==> src/rtl/sig_tdm_tx.sv <==
// TDM serial transmitter: shifts a parallel word out LSB first, one bit per clock,
// tagging each bit with its slot address, a frame sync and a frame-done strobe.
module sig_tdm_tx #(
  parameter int unsigned WIDTH  = 4,
  parameter int unsigned ADDR_W = 2,
  parameter int unsigned GAP    = 0
) (
  input  logic              clk,
  input  logic              rst,
  input  logic [WIDTH-1:0]  din,
  input  logic              din_valid,
  output logic              din_ready,
  output logic              sout,
  output logic [ADDR_W-1:0] slot_addr,
  output logic              sync,
  output logic              busy,
  output logic              frame_done
);

  localparam int unsigned       GCNT_W    = 4;
  localparam logic [ADDR_W-1:0] LAST_SLOT = ADDR_W'(WIDTH - 1);
  localparam logic [GCNT_W-1:0] GAP_INIT  = (GAP > 0) ? GCNT_W'(GAP - 1) : '0;

  typedef enum logic [1:0] {IDLE, SEND, GAPW} state_t;

  state_t             state;
  logic [WIDTH-1:0]   shreg;
  logic [GCNT_W-1:0]  gcnt;
  logic               hs;

  // Ready in IDLE, on the last slot when frames run back to back, and on the last gap cycle
  always_comb begin
    din_ready = 1'b0;
    case (state)
      IDLE:    din_ready = 1'b1;
      SEND:    din_ready = (GAP == 0) && (slot_addr == LAST_SLOT);
      GAPW:    din_ready = (gcnt == '0);
      default: din_ready = 1'b0;
    endcase
  end

  assign hs = din_valid & din_ready;

  always_ff @(posedge clk) begin
    if (rst) begin
      state      <= IDLE;
      shreg      <= '0;
      gcnt       <= '0;
      sout       <= 1'b0;
      slot_addr  <= '0;
      sync       <= 1'b0;
      busy       <= 1'b0;
      frame_done <= 1'b0;
    end else begin
      sync       <= 1'b0;
      frame_done <= 1'b0;
      if (hs) begin
        // Bit 0 goes out immediately; the rest wait in the shift register
        state     <= SEND;
        shreg     <= din >> 1;
        sout      <= din[0];
        slot_addr <= '0;
        sync      <= 1'b1;
        busy      <= 1'b1;
      end else begin
        case (state)
          SEND: begin
            if (slot_addr != LAST_SLOT) begin
              slot_addr  <= slot_addr + ADDR_W'(1);
              sout       <= shreg[0];
              shreg      <= shreg >> 1;
              frame_done <= ((slot_addr + ADDR_W'(1)) == LAST_SLOT);
            end else if (GAP != 0) begin
              state     <= GAPW;
              gcnt      <= GAP_INIT;
              sout      <= 1'b0;
              slot_addr <= '0;
            end else begin
              state     <= IDLE;
              sout      <= 1'b0;
              slot_addr <= '0;
              busy      <= 1'b0;
            end
          end
          GAPW: begin
            if (gcnt != '0) begin
              gcnt <= gcnt - GCNT_W'(1);
            end else begin
              state <= IDLE;
              busy  <= 1'b0;
            end
          end
          default: begin
            state     <= IDLE;
            sout      <= 1'b0;
            slot_addr <= '0;
            busy      <= 1'b0;
          end
        endcase
      end
    end
  end

endmodule

==> config.mk <==
export PLATFORM = sky130hd
export DESIGN_NAME = sig_tdm_tx
export DESIGN_NICKNAME = d
export VERILOG_FILES = /design/src/rtl/sig_tdm_tx.sv
export SDC_FILE = /design/constraint.sdc
export NUM_CORES = 1
export LEC_CHECK = 0
export CAP_MARGIN = 20
export CORE_AREA = 8 8 45 47
export CTS_CLUSTER_DIAMETER = 60
export DETAILED_ROUTE_END_ITERATION = 8
export DIE_AREA = 0 0 53 55
export PLACE_DENSITY_LB_ADDON = 0.2
export SLEW_MARGIN = 25
export SYNTH_ARGS = -nofsm -noshare
export SYNTH_HDL_FRONTEND = slang
export SYNTH_SLANG_ARGS = --single-unit
==> constraint.sdc <==
create_clock -name clk -period 1.22 [get_ports clk]
set_input_delay 0.366 -clock clk [delete_from_list [all_inputs] [get_ports clk]]
set_output_delay 0.366 -clock clk [all_outputs]
set_load 0.03 [all_outputs]
After elaboration in Yosys (flattened, before gate mapping)
Cells that the tools add are included.
{"block": "word_totals", "out_inout_bits": 7, "wordCells": 54, "in_bits": 7, "register_bits": 15}
{"block": "classes", "n_eq_ne": 10, "bitwise": 4, "addsub": 2, "muxes": 18, "reduce_logical": 11}
{"operator": "$mux W3", "count": 3}
{"operator": "$ne A2 B2 Y1 const B", "count": 4}
{"operator": "$pmux W2 S2", "count": 2}
{"operator": "$mux W1", "count": 7}
{"operator": "$eq A2 B2 Y1 const B", "count": 3}
{"operator": "$mux W2", "count": 3}
{"operator": "$ne A3 B3 Y1 const B", "count": 2}
{"operator": "$reduce_and A2 Y1", "count": 3}
{"operator": "$logic_not A4 Y1", "count": 1}
{"operator": "$pmux W1 S2", "count": 2}
{"operator": "$reduce_bool A2 Y1", "count": 2}
{"operator": "$reduce_bool A4 Y1", "count": 1}
{"operator": "$reduce_or A4 Y1", "count": 1}
{"operator": "$sub A4 B1 Y4 const B", "count": 1}
{"operator": "$not A1 Y1", "count": 3}
{"operator": "$pmux W1 S3", "count": 1}
{"operator": "$reduce_and A3 Y1", "count": 1}
{"operator": "$add A2 B1 Y2 const B", "count": 1}
{"operator": "$eq A2 B1 Y1 const B", "count": 1}
{"operator": "$logic_not A2 Y1", "count": 1}
{"operator": "$reduce_or A2 Y1", "count": 1}
{"operator": "$and A1 B1 Y1", "count": 1}

Logic depth before layout (Yosys ltp)
Gate-level depths: netlist of run 1.
{"block": "logic_depth", "depth_word": 5, "ltp_mapped": 5, "ltp_nobuf": 5}

Least setup slack after synthesis of run 1
Ideal clock, no wire load.
{"block": "synth_path", "path_type": "register to output", "start": "reg slot_addr[0]", "end": "out din_ready", "n_path_buf": 0, "path_slack_ns": -0.134, "required_time_ns": 0.854, "arrival_ns": 0.988, "stages_incl_launch_ff": 4, "path_cell_list": "dfxtp_1 > ha_1 > nor2b_4 > inv_4"}
{"block": "synth_between", "elab_chain_len": 2}
{"element": "start: declaration", "line_no": "14", "text": "output logic [ADDR_W-1:0] slot_addr,"}
{"element": "start signal: assignment", "line_no": "69", "text": "slot_addr <= slot_addr + ADDR_W'(1);"}
{"element": "$eq A2 B2 Y1", "line_no": "36", "text": "SEND: din_ready = (GAP == 0) && (slot_addr == LAST_SLOT);"}
{"element": "$pmux W1 S3", "line_no": "34", "text": "case (state)"}
{"element": "end: declaration", "line_no": "12", "text": "output logic din_ready,"}
Every way passes these cells.

Worst setup path after layout of run 1
Same ends and word-level chain as after synthesis.

==> results by group, run 1 <==
Clocking
  • Clock sink count: 9
  • Maximum clock insertion buffer count: 2
  • H-tree lvl count: 1
  • CTS tree: built
  • Postcts setup bufs: 0
  • CTS Buf Count: 3
  • Clk Latency, worst-skew pair: 0.26 ns
  • Hold-fix buffers, CTS: 0
  • Root buf cell: clkbuf_4
  • Clk slew on worst S/H paths: 0.06 ns

Logic synthesis
  • Distinct cell type count after synthesis: 17
  • Syn_area_per_cell: 11.18 µm²
  • Synth warn: 0
  • Post-synth EDFFs: 0
  • Synth area leaders: dfxtp_1 (49%), mux2i_1 (8.1%), a211oi_2 (6.8%), ha_1 (6.8%), nor2_1 (4.1%)
  • Synth Cell Area: 369.1 µm²
  • Fraction of the yosys area taken by sequential cells: 0.4881
  • Most frequent cell after synthesis: dfxtp_1
  • Post-Syn Nets: 42
  • Top cell type's share of synthesized area: 0.4881
  • Area leader, netlist: dfxtp_1
  • Post-synth ARST share: 0
  • Flip-flop and latch count after synthesis: 9
  • Main synth FF type: dfxtp_1
  • Cells after Synth: 33
  • Top post-synthesis cells by count: dfxtp_1 (9), nor2_1 (4), mux2i_1 (3)

Placement
  • Pre-CTS setup slack: -0.4109 ns
  • DP HPWL: 697.4 µm
  • IO buf count: 13
  • Placer Congestion: 0.6604

Die
  • Row Count: 14
  • Die ar.: 0.002915 mm²
  • I/O pin count: 14
  • Core footprint: 0.001384 mm²
  • Initial Utilization: 0.2667
  • Die width: 53 µm
  • Die Height: 55 µm

Worst setup path
  • Critical path, cell by cell: ha_4, nor2b_4, inv_6, buf_6
  • Critical path origin: slot_addr[0]
  • Crit path buf inv count: 2
  • Worst EP required: 0.85 ns
  • Startpoint types: flip-flop
  • Worst Setup Path Type: reg2out
  • Path depth of the worst reg2reg path: 6
  • Levels on crit path: 4
  • Flop-to-flop setup slack: 0.08 ns
  • CP max-delay cell: dfxtp_2
  • Setup crit end kind: primary output
  • CP max FO: 2
  • Crit path DAT: 1.06 ns
  • Crit path max-delay family: flip-flops
  • Reg2reg start: slot_addr[0]
  • CP max stage delay: 0.33 ns

Power and ir drop
  • Power Dens Cells: 1131 mW/mm²
  • Worst vdd ir: 0.4512 mV
  • Leak: 0.2647 nW
  • Tot Pwr: 0.6894 mW

STA
  • Final setup margin: -0.2109 ns
  • Max Slew Vio Count: 0
  • Tcrit/Tclk final: 1.173
  • Worst-margin pin slew: 0.2466 ns
  • F_max: 698.9 MHz
  • Worst clock skew: 0.0007824 ns
  • Setup violations, final: 3
  • Time the worst path needs with I/O delays and setup: 1.431 ns
  • Hold Vio Cnt, Final: 0
  • Max-slew headroom: 0.8351
  • RSZ-0062 raised after global routing: true

Layout
  • Final #Nets: 66
  • Final core occ: 0.4403
  • # diodes: 0
  • Layout cells sized above 1: 0.5000
  • Area Growth Syn to Fin: 65.08%

Detailed routing
  • First-pass DRT Iterations: 4
  • Wirelength, routed: 883 µm
  • DRT iter0 DRCs: 5
  • Routed vias/inst: 4.486
  • ANT nets after route: 0
  • DR DRC count: 0
  • Vias: 323
  • Wire per inst: 12.26 µm

Global routing
  • GRT overflow: 0
  • Vias in the first global route: 342
  • Pin count of the biggest net entering global routing: 9
  • Global-route wire length before repair: 1.311 mm
  • GRT Total Usage: 0.06298
  • Initial antenna violation count: 0

Min path
  • Hold crit path type: reg2reg
  • Hold path cells: 2
  • Min-delay src: shreg[0]

Run status
  • Violated checks: setup timing
  • Status: complete, but fails checks

Job
  • MaxCap Viol Count: 0
[routing by layer]
layer	part of all wire	up-vias	GRT usage
met2	0.51	11	0.1055
met5	0	-	0
met4	0.0091	0	0.06034
met3	0.084	2	0.03476
li1	-	157	-
met1	0.40	153	0.05199
[layout make-up]
| type | count | area [µm²] |
|---|---|---|
| flip-flops and latches | 9 | 183.9 |
| fillers | 139 | 774.5 |
| repair buffers | 21 | 191.4 |
| clock buffers | 4 | 26.28 |
| inverters | 2 | 12.51 |
| multi-input cells | 20 | 175.2 |
| well taps | 16 | 20.02 |
[sequential cells by signal, summed over array words and instances (netlist names)]
name        count
shreg           3
sout            1
frame_done      1
sync            1
busy            1
slot_addr       2
[cells by family after synthesis]
family,after synthesis,share of synthesized area
AOI/OAI and AO/OA,3,0.08133
DFF,9,0.4881
adders and majority gates,2,0.06779
and+or+nand+nor,12,0.2101
muxes,3,0.08136
buffers and inverters,4,0.07117
[worst min-delay path: cells and delay by family, from the launching register on]
family,cells,cell delay (ns)
flops,1,0.31
simple gates,1,0.05
compound gates,1,0.05
[power breakdown]
group | internal, mW | leakage (nW) | switching, mW | total [mW]
clock network | 0.126 | 0.0150 | 0.100 | 0.226
logic | 0.0745 | 0.175 | 0.0679 | 0.142
registers | 0.311 | 0.0751 | 0.00983 | 0.321
[path summary, 6_finish.rpt]
kind                                   to
worst max-delay path            din_ready
worst min register to register       sout
worst min-delay path                 sout
worst max register to register   shreg[1]
[layout by cell type (no fill, tap or decap)]
master           count
nor2_1               4
nor3b_2              1
dfxtp_1              6
nor3_2               1
clkdlybuf4s50_1      6
buf_4               10
dfxtp_2              3
nand3_1              1
buf_6                5
nor2b_4              1
inv_1                1
nor3b_1              1
ha_1                 1
nand2_1              1
a211oi_2             2
nor3_1               2
ha_4                 1
clkbuf_1             1
a21oi_1              1
mux2i_1              3
clkbuf_4             3
inv_6                1
[stage by stage]
step           cell area, µm²  cells  hold slack, ns  setup TNS (ns)
2_1_floorplan           376.6     33          0.4312               0
3_3_place_gp            555.5     68          0.4361          -1.222
3_5_place_dp            555.5     68          0.4564          -1.377
4_1_cts                 605.6     72          0.4647         -0.2777
5_1_grt                 609.3     72          0.4770         -0.3216
6_report                609.3     72          0.4616         -0.2244
[timing repair]
action,in CTS,in global routing
resized for setup,12,1
setup endpoints to repair,4,4
gates cloned,0,0
pin swaps,0,0
Note: power is estimated with default switching activity, not from simulation.
==> run 2: changes to the inputs <==
Settings changed: CELL_PAD_IN_SITES_DETAIL_PLACEMENT set to 0, CELL_PAD_IN_SITES_GLOBAL_PLACEMENT set to 1, SETUP_SLACK_MARGIN set to 0.15.
==> run 2 against run 1 <==
  * The run still ends with setup timing left
  * Via count rose by 0.62%
  * Sequential share of layout area down 2.2 points
  * Worst setup slack worse by 0.027 ns
  * Fmax is 1.9% lower
  * Cell area increased by 13%
  * Power is 1.9% higher
  * Critical path type unchanged
  * Critical endpoint unchanged
  * Largest power group unchanged
==> results by group, run 2 (synthesis results as in run 1) <==
Layout
  • Largest registers: shreg x3, slot_addr x2
  • Final #Nets: 69
  • Area Growth Syn to Fin: 86.44%
  • Commonest non-fill, non-tap cell in the layout: buf_6
  • Final core occ: 0.4973
  • Commonest non-fill, non-tap cells in the layout: buf_6 (12), buf_4 (6), clkdlybuf4s50_1 (5)
  • Fillers: 130
  • Layout cells sized above 1: 0.6441
  • Largest reg by FF count: shreg
  • # diodes: 0
  • Largest register FFs: 3
  • Final instance area: 688.2 µm²

Worst setup path
  • CP max stage delay: 0.35 ns
  • Levels on crit path: 4
  • Path depth of the worst reg2reg path: 6
  • Crit path buf inv count: 2
  • Startpoint types: flip-flop
  • Critical path, cell by cell: ha_4, nor2b_4, inv_6, buf_6
  • Worst EP required: 0.85 ns
  • CP max-delay cell: dfxtp_4
  • Reg2reg start: slot_addr[1]
  • Flop-to-flop setup slack: 0.01 ns
  • Critical path origin: slot_addr[0]
  • Setup crit end kind: primary output
  • Crit path max-delay family: flip-flops
  • CP max FO: 2
  • Crit path DAT: 1.09 ns
  • Worst Setup Path Type: reg2out

STA
  • Worst-margin pin slew: 0.2085 ns
  • Time the worst path needs with I/O delays and setup: 1.458 ns
  • RSZ-0062 raised after global routing: true
  • Hold Vio Cnt, Final: 0
  • Worst clock skew: 0.0001212 ns
  • F_max: 685.9 MHz
  • Setup violations, final: 3
  • Max Slew Vio Count: 0
  • Tcrit/Tclk final: 1.195
  • Final setup margin: -0.2379 ns
  • TNS Setup: -0.4633 ns
  • Max-slew headroom: 0.8610

Job
  • MaxCap Viol Count: 0

Clocking
  • H-tree lvl count: 1
  • Hold-fix buffers, CTS: 0
  • Clock sink count: 9
  • CTS tree: built
  • Clk Latency, worst-skew pair: 0.26 ns
  • Clk slew on worst S/H paths: 0.06 ns
  • Maximum clock insertion buffer count: 2
  • Root buf cell: clkbuf_4
  • CTS Buf Count: 3

Die
  • I/O pin count: 14
  • Core footprint: 0.001384 mm²
  • Die Height: 55 µm
  • Die ar.: 0.002915 mm²
  • Row Count: 14
  • Die width: 53 µm
  • Initial Utilization: 0.2667

Detailed routing
  • Routed vias/inst: 4.333
  • DRT iter0 DRCs: 2
  • ANT nets after route: 0
  • Vias: 325
  • Wire per inst: 12.23 µm
  • DR DRC count: 0
  • First-pass DRT Iterations: 3
  • Wirelength, routed: 917 µm

Placement
  • Pre-CTS setup slack: -0.4106 ns
  • Placed cell areas: 571.8 µm²
  • Placer Congestion: 0.6291
  • DP HPWL: 710.5 µm
  • IO buf count: 13

Min path
  • Min-delay src: shreg[0]
  • Hold crit path type: reg2reg
  • Hold path cells: 2

Run status
  • Status: complete, but fails checks
  • Violated checks: setup timing

Global routing
  • Pin count of the biggest net entering global routing: 9
  • GRT overflow: 0
  • Vias in the first global route: 365
  • Initial antenna violation count: 0
  • Global-route wire length before repair: 1.469 mm
  • GRT Total Usage: 0.06951

Power and ir drop
  • Power Dens Cells: 1021 mW/mm²
  • Leak: 0.2903 nW
  • Worst vdd ir: 0.5315 mV
[run 2: cell types whose count changed in the layout (fill, tap and decap cells not counted), moves of 2 or more]
cell     previous run  this run
dfxtp_4             0         2
nor2_1              4         2
nor2_2              0         2
buf_4              10         6
buf_6               5        12
dfxtp_1             6         3
[run 2: per-layer routing]
layer | routed length, µm | GRT usage | share of wire
met3 | 84 | 0.04011 | 0.092
met4 | 23 | 0.05172 | 0.025
met2 | 431 | 0.1113 | 0.47
met5 | 0 | 0 | 0
met1 | 377 | 0.06565 | 0.41
[run 2: power breakdown]
group / internal (mW) / leakage [nW] / switching, mW
combinational: 0.0829 / 0.198 / 0.0711
clock: 0.126 / 0.0150 / 0.103
sequential: 0.309 / 0.0769 / 0.0109
total: 0.517 / 0.290 / 0.185
[run 2: stage by stage]
stage / power [mW] / hold WS (ns) / std cells
finish: 0.7023 / 0.4598 / 75
global route: 0.7478 / 0.4944 / 75
CTS: 0.7097 / 0.4714 / 73
detailed placement: 0.4602 / 0.4668 / 68
global placement: 0.4559 / 0.4427 / 68
floorplan: 0.3961 / 0.4312 / 33
[run 2: worst min-delay path, stage by stage (launching register included)]
cell and delay, ns:
dfxtp_1 0.31, nand2_1 0.06, a21oi_1 0.06
[run 2: final timing paths]
check                                     to
worst max register to register  slot_addr[1]
worst min-delay path                    sout
worst min register to register          sout
worst max-delay path               din_ready
[run 2: timing repair]
item,in CTS,in global routing
setup endpoints to repair,13,13
gates resized for setup,23,3
pin swaps,2,0
setup buffers,1,2
[run 2: area by class of cell]
cell class                      count  area (µm²)  area share
Inverter                            2       12.51     0.01818
Clock buffer                        4       26.28     0.03818
Timing Repair Buffer               24       239.0      0.3473
Tap cell                           16       20.02     0.02909
Sequential cell                     9       192.7      0.2800
Multi-Input combinational cell     20       197.7      0.2873
==> run 3: changes to the inputs <==
Settings changed: GPL_TIMING_DRIVEN set to 0.
==> run 3 against run 2 <==
  * The run still ends with setup timing left
  * Utilization increased by 0.54 points
  * Clock power about the same
  * Clock-buffer cell count unchanged
  * Via count decreased by 1.5%
  * Critical path depth unchanged
  * Clock skew increased by 0.0051 ns
  * Power increased by 2.4%
  * Hold slack got worse by 0.11 ns
  * Worst setup slack about the same
  * Register-to-register slack about the same
  * Cell area increased by 1.1%
  * Largest cell class is now multi-input combinational cells
==> results by group, run 3 (synthesis results as in run 1) <==
Run status
  • Status: complete, but fails checks
  • Violated checks: setup timing

Placement
  • IO buf count: 11
  • Placed cells: 60
  • DP HPWL: 629.3 µm
  • Placer Congestion: 0.6552

Detailed routing
  • DR DRC count: 0
  • Wirelength, routed: 927 µm
  • First-pass DRT Iterations: 1
  • Vias: 320
  • Routed vias/inst: 4.507
  • Wire per inst: 13.06 µm
  • DRT iter0 DRCs: 0
  • ANT nets after route: 0

Clocking
  • Clock sink count: 9
  • CTS Buf Count: 3
  • CTS tree: built
  • Root buf cell: clkbuf_4
  • Clk Latency, worst-skew pair: 0.26 ns
  • Clk slew on worst S/H paths: 0.06 ns
  • Maximum clock insertion buffer count: 2
  • H-tree lvl count: 1

Global routing
  • Global-route wire length before repair: 1.400 mm
  • Pin count of the biggest net entering global routing: 10
  • Vias in the first global route: 321
  • GRT Total Usage: 0.06846
  • GRT overflow: 0
  • Initial antenna violation count: 0

STA
  • Max Slew Vio Count: 0
  • Hold Vio Cnt, Final: 0
  • Tcrit/Tclk final: 1.195
  • RSZ-0062 raised after global routing: true
  • Max-slew headroom: 0.8168
  • Setup violations, final: 3
  • Worst clock skew: 0.005201 ns
  • Worst-margin pin slew: 0.2748 ns
  • Final setup margin: -0.2375 ns
  • F_max: 686.1 MHz
  • Time the worst path needs with I/O delays and setup: 1.458 ns

Layout
  • Largest registers: shreg x3, slot_addr x2
  • Non-filler cells, final: 71
  • Layout cells sized above 1: 0.7091
  • Largest register FFs: 3
  • Final #Nets: 65
  • Commonest non-fill, non-tap cell in the layout: buf_6
  • Largest reg by FF count: shreg
  • Fillers: 129
  • # diodes: 0
  • Final core occ: 0.5027
  • Commonest non-fill, non-tap cells in the layout: buf_6 (10), dfxtp_2 (4), clkdlybuf4s50_1 (4), buf_4 (4)
  • Area Growth Syn to Fin: 88.47%

Worst setup path
  • Reg2reg start: slot_addr[0]
  • Startpoint types: flip-flop
  • Setup crit end kind: primary output
  • Worst Setup Path Type: reg2out
  • Path depth of the worst reg2reg path: 6
  • Reg-to-Reg End: frame_done
  • CP max FO: 2
  • Critical path origin: slot_addr[0]
  • Crit path DAT: 1.09 ns
  • Worst EP required: 0.85 ns
  • Flop-to-flop setup slack: 0 ns
  • Setup crit end: din_ready

Die
  • Die Height: 55 µm
  • Die width: 53 µm
  • I/O pin count: 14
  • Core footprint: 0.001384 mm²
  • Row Count: 14
  • Die ar.: 0.002915 mm²
  • Initial Utilization: 0.2667

Power and ir drop
  • Sw Pwr: 0.1957 mW
  • Pint: 0.5232 mW
  • Worst vdd ir: 0.3904 mV
  • Tot Pwr: 0.7189 mW
  • Power Dens Cells: 1033 mW/mm²
  • Leak: 0.2815 nW
  • Logic pwr share: 0.237
  • Flop pwr share: 0.447
  • Net Sw Frac: 0.2722
  • Clock share of power: 0.316

Job
  • MaxCap Viol Count: 0

Min path
  • Hold crit path type: in2reg
-- run 3: changes by cell type in the layout (fill, tap and decap cells not counted), sizes merged --
cell | before | now
dlygate4sd2 | 1 | 0
buf | 18 | 16
clkdlybuf4s50 | 5 | 4
-- run 3: layer usage --
layer | wire length, µm | up-vias | share of wire | track usage
met5 | 0 | - | 0 | 0
met4 | 15 | 0 | 0.016 | 0.03879
met3 | 82 | 2 | 0.088 | 0.03743
met2 | 479 | 9 | 0.52 | 0.1152
met1 | 349 | 153 | 0.38 | 0.06575
li1 | - | 156 | - | -
-- run 3: per-stage QoR --
stage	setup slack (ns)	TNS (ns)	hold WS [ns]	instance area [µm²]
floorplan	0.04626	0	0.4312	392.9
global placement	-0.5209	-1.266	0.4371	523.0
detailed placement	-0.5280	-1.313	0.4496	523.0
CTS	-0.2410	-0.2664	0.3565	636.9
global route	-0.2732	-0.4878	0.3545	695.7
finish	-0.2375	-0.2446	0.3523	695.7
-- run 3: worst min-delay path by stage --
stage                   end  slack, ns    startpoint  depth (start not counted)
2_1_floorplan          sout       0.43      shreg[0]                          2
4_1_cts                busy       0.36     din_valid                          3
3_3_place_gp   slot_addr[0]       0.44  slot_addr[0]                          1
5_1_grt                sout       0.35     din_valid                          3
3_5_place_dp   slot_addr[0]       0.45  slot_addr[0]                          1
6_report               sout       0.35     din_valid                          3
-- run 3: power by group through the flow --
stage                     sequential (mW)  combinational (mW)  clock (mW)
after global routing                0.323               0.182       0.256
after global placement              0.323               0.114           0
after CTS                           0.321               0.149       0.234
final                               0.321               0.171       0.227
after floorplan                     0.340              0.0562           0
after detailed placement            0.324               0.117           0
-- run 3: layout make-up --
type / instances / area (µm²) / area share
repair buffers: 18 / 191.4 / 0.2752
clock buffers: 4 / 26.28 / 0.03777
multi-input cells: 20 / 236.5 / 0.3399
inverters: 2 / 12.51 / 0.01799
flip-flops and latches: 9 / 192.7 / 0.2770
well taps: 16 / 20.02 / 0.02878
plain buffers: 2 / 16.27 / 0.02338
-- run 3: worst max-delay path, stage by stage, from the launching register on --
cell,delay [ns]
dfxtp_4,0.36
ha_4,0.16
nor2b_4,0.15
inv_6,0.04
buf_6,0.13
-- run 3: timing repair --
action | in CTS | in global routing
pin swaps | 3 | 2
hold buffers | 0 | 0
endpoints found under the setup margin | 10 | 13
buffers inserted | 6 | 1
gates cloned | 0 | 0
resized for setup | 60 | 9
